==> src/rtl/pipe_ctrl_pkg.sv <==
// rtl/pipe_ctrl_pkg.sv - shared types and constants for the pipeline controller
//
// Contents:
//   REG_ADDR_W    register-file address width
//   ctrl_state_t  controller FSM states
//   INTR_*        injected interrupt micro-op encodings
//   phase_of()    maps a controller state to its intr_phase value

package pipe_ctrl_pkg;

  localparam int REG_ADDR_W = 3;

  typedef enum logic [1:0] {
    RUN       = 2'd0,
    INT_PC    = 2'd1,
    INT_FLAGS = 2'd2,
    INT_JUMP  = 2'd3
  } ctrl_state_t;

  localparam logic [1:0] INTR_NONE       = 2'd0;
  localparam logic [1:0] INTR_PUSH_PC    = 2'd1;
  localparam logic [1:0] INTR_PUSH_FLAGS = 2'd2;
  localparam logic [1:0] INTR_VECTOR     = 2'd3;

  // The injected micro-op follows the state directly, including while the
  // state is frozen by a memory wait.
  function automatic logic [1:0] phase_of(input ctrl_state_t s);
    logic [1:0] p;
    p = INTR_NONE;
    case (s)
      RUN:       p = INTR_NONE;
      INT_PC:    p = INTR_PUSH_PC;
      INT_FLAGS: p = INTR_PUSH_FLAGS;
      INT_JUMP:  p = INTR_VECTOR;
      default:   p = INTR_NONE;
    endcase
    return p;
  endfunction

endpackage

==> src/rtl/pipe_ctrl_hazard_detect.sv <==
// rtl/pipe_ctrl_hazard_detect.sv - combinational load-use hazard compare
//
// Ports:
//   id_src1, id_src2   in   source registers of the Decode instruction
//   id_use1, id_use2   in   Decode instruction really reads src1/src2
//   ex_mem_read        in   Execute instruction is a load
//   ex_write_en        in   Execute instruction writes the register file
//   ex_write_add       in   destination register of the Execute instruction
//   lu                 out  Decode needs a value the Execute load has not produced

module hazard_detect
  import pipe_ctrl_pkg::*;
(
  input  logic [REG_ADDR_W-1:0] id_src1,
  input  logic [REG_ADDR_W-1:0] id_src2,
  input  logic                  id_use1,
  input  logic                  id_use2,
  input  logic                  ex_mem_read,
  input  logic                  ex_write_en,
  input  logic [REG_ADDR_W-1:0] ex_write_add,
  output logic                  lu
);

  logic hit1;
  logic hit2;

  // Register 0 is not special here: a load into r0 still stalls a reader.
  assign hit1 = id_use1 && (id_src1 == ex_write_add);
  assign hit2 = id_use2 && (id_src2 == ex_write_add);
  assign lu   = ex_mem_read && ex_write_en && (hit1 || hit2);

endmodule

==> src/rtl/pipe_ctrl.sv <==
// rtl/pipe_ctrl.sv - pipeline stall/flush controller with interrupt entry sequencer
//
// Ports:
//   clk, rst                    pipeline clock; asynchronous active-low reset
//   id_src1/2, id_use1/2        Decode operand addresses and use flags
//   de_is_branch                D/E instruction is a branch or jump
//   ex_mem_read, ex_write_en    Execute instruction is a load / writes regfile
//   ex_write_add                Execute destination register
//   ex_branch_taken             branch resolved taken in Execute
//   mem_busy                    data memory did not complete this cycle
//   intr                        level interrupt request
//   pc_en, fd_en, de_en, em_en  load enables for PC and pipeline buffers
//   fd_flush, de_flush          load a NOP control word into F/D, D/E
//   intr_phase                  injected micro-op (none/push PC/push flags/vector)
//   intr_ack                    single-cycle acknowledge in the vector cycle

module pipe_ctrl
  import pipe_ctrl_pkg::*;
(
  input  logic                  clk,
  input  logic                  rst,
  input  logic [REG_ADDR_W-1:0] id_src1,
  input  logic [REG_ADDR_W-1:0] id_src2,
  input  logic                  id_use1,
  input  logic                  id_use2,
  input  logic                  de_is_branch,
  input  logic                  ex_mem_read,
  input  logic                  ex_write_en,
  input  logic [REG_ADDR_W-1:0] ex_write_add,
  input  logic                  ex_branch_taken,
  input  logic                  mem_busy,
  input  logic                  intr,
  output logic                  pc_en,
  output logic                  fd_en,
  output logic                  de_en,
  output logic                  em_en,
  output logic                  fd_flush,
  output logic                  de_flush,
  output logic [1:0]            intr_phase,
  output logic                  intr_ack
);

  ctrl_state_t state, state_n;
  logic        pending, pending_n;
  logic        lu;

  hazard_detect u_hazard_detect (
    .id_src1      (id_src1),
    .id_src2      (id_src2),
    .id_use1      (id_use1),
    .id_use2      (id_use2),
    .ex_mem_read  (ex_mem_read),
    .ex_write_en  (ex_write_en),
    .ex_write_add (ex_write_add),
    .lu           (lu)
  );

  always_ff @(posedge clk or negedge rst) begin
    if (!rst) begin
      state   <= RUN;
      pending <= 1'b0;
    end else begin
      state   <= state_n;
      pending <= pending_n;
    end
  end

  always_comb begin
    state_n    = state;
    pending_n  = pending | intr;
    pc_en      = 1'b1;
    fd_en      = 1'b1;
    de_en      = 1'b1;
    em_en      = 1'b1;
    fd_flush   = 1'b0;
    de_flush   = 1'b0;
    intr_phase = phase_of(state);
    intr_ack   = 1'b0;

    if (mem_busy) begin
      // Freeze everything, including a pending branch flush: EX is held, so
      // ex_branch_taken is still presented in the first non-busy cycle.
      pc_en     = 1'b0;
      fd_en     = 1'b0;
      de_en     = 1'b0;
      em_en     = 1'b0;
      pending_n = pending;
    end else begin
      case (state)
        RUN: begin
          if (ex_branch_taken) begin
            fd_flush = 1'b1;
            de_flush = 1'b1;
          end else if (lu) begin
            pc_en    = 1'b0;
            fd_en    = 1'b0;
            de_flush = 1'b1;
          end else if ((pending || intr) && !de_is_branch) begin
            // A request sampled at this edge enters directly so that INT_PC
            // follows the sampling edge; it is consumed by the transition.
            state_n   = INT_PC;
            pending_n = 1'b0;
          end
        end
        INT_PC: begin
          pc_en    = 1'b0;
          fd_flush = 1'b1;
          state_n  = INT_FLAGS;
        end
        INT_FLAGS: begin
          pc_en    = 1'b0;
          fd_flush = 1'b1;
          state_n  = INT_JUMP;
        end
        INT_JUMP: begin
          fd_flush = 1'b1;
          intr_ack = 1'b1;
          state_n  = RUN;
        end
        default: state_n = RUN;
      endcase
    end

    // While held in reset the buffers load bubbles and nothing advances.
    if (!rst) begin
      pc_en      = 1'b0;
      fd_en      = 1'b0;
      de_en      = 1'b0;
      em_en      = 1'b0;
      fd_flush   = 1'b1;
      de_flush   = 1'b1;
      intr_phase = INTR_NONE;
      intr_ack   = 1'b0;
    end
  end

endmodule

==> config.mk <==
export PLATFORM = sky130hd
export DESIGN_NAME = pipe_ctrl
export DESIGN_NICKNAME = d
export VERILOG_FILES = /design/src/rtl/pipe_ctrl_pkg.sv /design/src/rtl/pipe_ctrl_hazard_detect.sv /design/src/rtl/pipe_ctrl.sv
export SDC_FILE = /design/constraint.sdc
export NUM_CORES = 1
export LEC_CHECK = 0
export CAP_MARGIN = 20
export CORE_UTILIZATION = 30
export CTS_CLUSTER_DIAMETER = 50
export DETAILED_ROUTE_END_ITERATION = 6
export HOLD_SLACK_MARGIN = 0.12
export PLACE_DENSITY_LB_ADDON = 0.1
export SETUP_SLACK_MARGIN = 0.15
export SYNTH_ARGS = -nofsm -noshare
export SYNTH_HDL_FRONTEND = slang
export SYNTH_SLANG_ARGS = --single-unit
==> constraint.sdc <==
create_clock -name clk -period 1.47 [get_ports clk]
set_clock_uncertainty 0.1 [all_clocks]
set_input_delay 0.294 -clock clk [delete_from_list [all_inputs] [get_ports clk]]
set_output_delay 0.294 -clock clk [all_outputs]
set_load 0.05 [all_outputs]
==> metrics.csv, run 1 <==
metric,value,unit
io_pins,28,
row_count,12,
dpl_cell_area,993,µm²
yosys.cell_types.count,24,
gp_congestion,0.816,
synthCells,51,
synth_edf_count,0,
yosys_warnings,0,
endpoint_type,output port,
error,[ERROR DPL-0033] detailed placement checks failed during check placement.,
synthesis.nets,74,
async_flop_share,1.00,
status,aborted with a tool error,
cts_num_sinks,3,
ys_ff_latch,3,
cts_root_buf,clkbuf_4,
yosysSeqAreaShare,0.188,
synth_top_flop_cell,dfrtp_1,
numCtsBuffers,3,
netlist_area,399,µm²
synth_top_area_share,0.188,
initial_core_util,0.341,
cts_max_level,1,
io_buffer_count,27,
haltStage,global routing (5_1_grt),
synth_area_leaders,"dfrtp_1 19%, xnor2_1 13%, ha_1 13%, a21oi_1 6.3%, inv_1 4.7%",
grt_max_degree,6,
die_h,38.5,µm
clk_path_buf_depth,2,
grt-worst-endpoint,pc_en,
dp_hpwl,1270,µm
antenna_found_initial,0,
syn_area_per_cell,7.83,µm²
dieWidth,38.5,µm
synth_area_leader_cell,dfrtp_1,
## through the flow
| stage | hold WS, ns | setup WS, ns | util | setup TNS [ns] | std cells |
|---|---|---|---|---|---|
| CTS | 0.418 | -0.336 | 0.941 | -1.80 | 114 |
| global placement | 0.382 | -0.595 | 0.848 | -4.90 | 107 |
| detailed placement | 0.415 | -0.656 | 0.848 | -5.32 | 107 |
| floorplan | -0.102 | -0.198 | - | -0.497 | 51 |
## timing repair
action                                  4_1_cts
endpoints found under the setup margin       12
endpoints found under the hold margin         3
hold buffers                                  1
setup buffers                                 2
resized for setup                            65
pin swaps                                    17
## kinds of logic after synthesis
| family | Yosys count | share of synthesized area |
|---|---|---|
| fa+ha+maj | 4 | 0.125 |
| buf+inv | 6 | 0.0658 |
| xor+xnor | 6 | 0.132 |
| simple gates | 16 | 0.241 |
| compound gates | 16 | 0.248 |
| flops | 3 | 0.188 |
## cell usage after synthesis (2+ instances only)
cell / count
a21oi_1: 5
o21ai_0: 3
and2_1: 2
nand2_1: 3
inv_1: 5
ha_1: 4
nor2_1: 3
nor4b_1: 2
nand4_1: 2
xnor2_1: 6
dfrtp_1: 3
==> run 2, diff against run 1 <==
Settings changed: CORE_AREA set to 2 2 63 65, CORE_UTILIZATION 30 to not set, CTS_CLUSTER_DIAMETER 50 to not set, DIE_AREA set to 0 0 65 67, HOLD_SLACK_MARGIN 0.12 to not set, PLACE_DENSITY_LB_ADDON 0.1 to 0.15, SETUP_SLACK_MARGIN 0.15 to not set.
Clock period 1.47 ns to 1.91 ns, I/O delays scaled along.
==> metrics.csv, run 2 <==
metric,value,unit,change
status,"complete, no violations",,was aborted with a tool error
antenna_cells,0,,
power,1.13,mW,
final_nets,122,,
routed_wirelength,1460,µm,
path_class,in2out,,
core-area,0.00361,mm²,
busiest_layer,met2,,
reg_top3,"state x2, pending x1",,
syn_area_per_cell,7.83,µm²,unchanged
synth_top_area_share,0.188,,unchanged
worst_pin_slew,0.374,ns,
cts_tree,built,,
io_pins,28,,unchanged
async_flop_share,1.00,,unchanged
drtPass1Iterations,2,,
ant_nets,0,,
grt_max_degree,8,,
cts_root_buf,clkbuf_8,,was clkbuf_4
rsz0062_at_grt,yes,,
grt_usage,0.0766,,
grt_util_met2,0.130,,
maxCapViolations,0,,
dp_slack,-0.417,ns,was -0.656 ns
fin_area,0.00106,mm²,
yosys_warnings,0,,unchanged
layout_common_cells,"12 x buf_4, 9 x buf_2, 8 x buf_12",,
io_buffer_count,27,,unchanged
cts_num_sinks,3,,unchanged
drt_iter0_markers,7,,
power_density,1070,mW/mm²,
dp_hpwl,1210,µm,was 1270 µm
synth.most_common_cell,xnor2_1,,unchanged
die_h,67,µm,was 38.5 µm
peakVddDrop,0.000237,V,
use_met1,0.0847,,
remaining_drc_errors,0,,
synth_area_leader_cell,dfrtp_1,,unchanged
synth_edf_count,0,,unchanged
hold_class,reg2reg,,
max_freq,525,MHz,
clock_latency,0.21,ns,
area_growth,165,%,
synth_common_cells,"6 x xnor2_1, 5 x a21oi_1, 5 x inv_1, 4 x ha_1",,unchanged
top_register,state,,
first_global_vias,575,,
layout_commonest_cell,buf_4,,
cp_max_fo,3,,
yosys.cell_types.count,24,,unchanged
min_period_over_period,0.997,,
wire_per_inst,10.0,µm,
antenna_found_initial,0,,
cp.required,1.43,ns,
grt_pass1_wl,2500,µm,
numCtsBuffers,3,,unchanged
synthesis.nets,74,,unchanged
slew_headroom,0.747,,
crit_path_start_kind,input pin,,
setup_viol_count_final,0,,
cts_max_level,1,,unchanged
cts_hold_buf,0,,was 1
dieWidth,65,µm,was 38.5 µm
drv_slew,0,,
synth_area_leaders,"dfrtp_1 19%, xnor2_1 13%, ha_1 13%, a21oi_1 6.3%, inv_1 4.7%",,unchanged
drive_above_1_share,0.592,,
grtUsageMet3,0.0456,,
cts.clk_slew.worst_paths,0.03,ns,
vias_per_cell,3.73,,
initial_core_util,0.111,,was 0.341
p_leak,0.456,nW,
yosysSeqAreaShare,0.188,,unchanged
grt.overflow.total,0,,
critPathArrivalTime,1.42,ns,
vias,544,,
largest_register_ffs,2,,
endpoint_kind,primary output,,
dieArea,0.00436,mm²,
synthCells,51,,unchanged
whs,0.395,ns,
dpl_cell_area,906,µm²,was 993 µm²
synth_top_flop_cell,dfrtp_1,,unchanged
setup_ws,0.00514,ns,
clk_path_buf_depth,2,,unchanged
ys_ff_latch,3,,unchanged
hold_violations,0,,
min_period,1.90,ns,
gp_congestion,0.739,,was 0.816
row_count,22,,was 12
netlist_area,399,µm²,unchanged
-- run 2: cell type report --
class	instances	area, µm²
inverter	5	23.8
fill	387	2550
tap	48	60.1
clock buffer	4	45.0
multi-input combinational	42	408
timing repair buffer	44	447
sequential	3	75.1
-- run 2: cells by family after synthesis --
kind of cell	after synthesis	share of synthesized area
compound gates	16	0.248
xor+xnor	6	0.132
fa+ha+maj	4	0.125
buf+inv	6	0.0658
flops	3	0.188
simple gates	16	0.241
-- run 2: path summary, 6_finish.rpt --
check	startpoint	endpoint	slack, ns	cells past startpoint
setup / recovery	mem_busy	intr_ack	0.005	6
hold / removal	pending	pending	0.40	2
setup reg to reg	state[0]	state[0]	0.24	6
hold reg to reg	pending	pending	0.40	2
max in group asynchronous	rst	pending	1.19	2
min in group asynchronous	rst	state[1]	0.41	2
-- run 2: report_power, final --
group,total (mW),internal [mW],switching [mW]
clock,0.183,0.142,0.0407
sequential,0.112,0.0925,0.0190
combinational,0.835,0.424,0.411
total,1.13,0.659,0.471
-- run 2: metrics by stage --
step                      std cells  TNS [ns]  utilization
after floorplan                  51    -0.212            -
after global placement          139     -1.38        0.251
final                           146         0        0.294
after CTS                       144   -0.0228        0.274
after detailed placement        139     -1.54        0.251
after global routing            146    -0.153        0.294
-- run 2: timing repair --
item                       in CTS  in global routing
setup buffers                   1                  2
cloned                          0                  0
setup endpoints to repair       5                  8
pin swaps                      15                  9
resized for setup              59                  9
-- run 2: critical path: stages --
cell and delay, ns:
clkdlybuf4s50_1 0.49, inv_2 0.05, nand2_2 0.11, inv_1 0.06, and2_1 0.18, buf_12 0.15
-- run 2: metal layers --
layer	up-vias	wire length (µm)
li1	279	-
met1	240	594
met2	25	705
met3	0	162
met4	0	0
met5	-	0
Power figures use the tool's default switching activity.
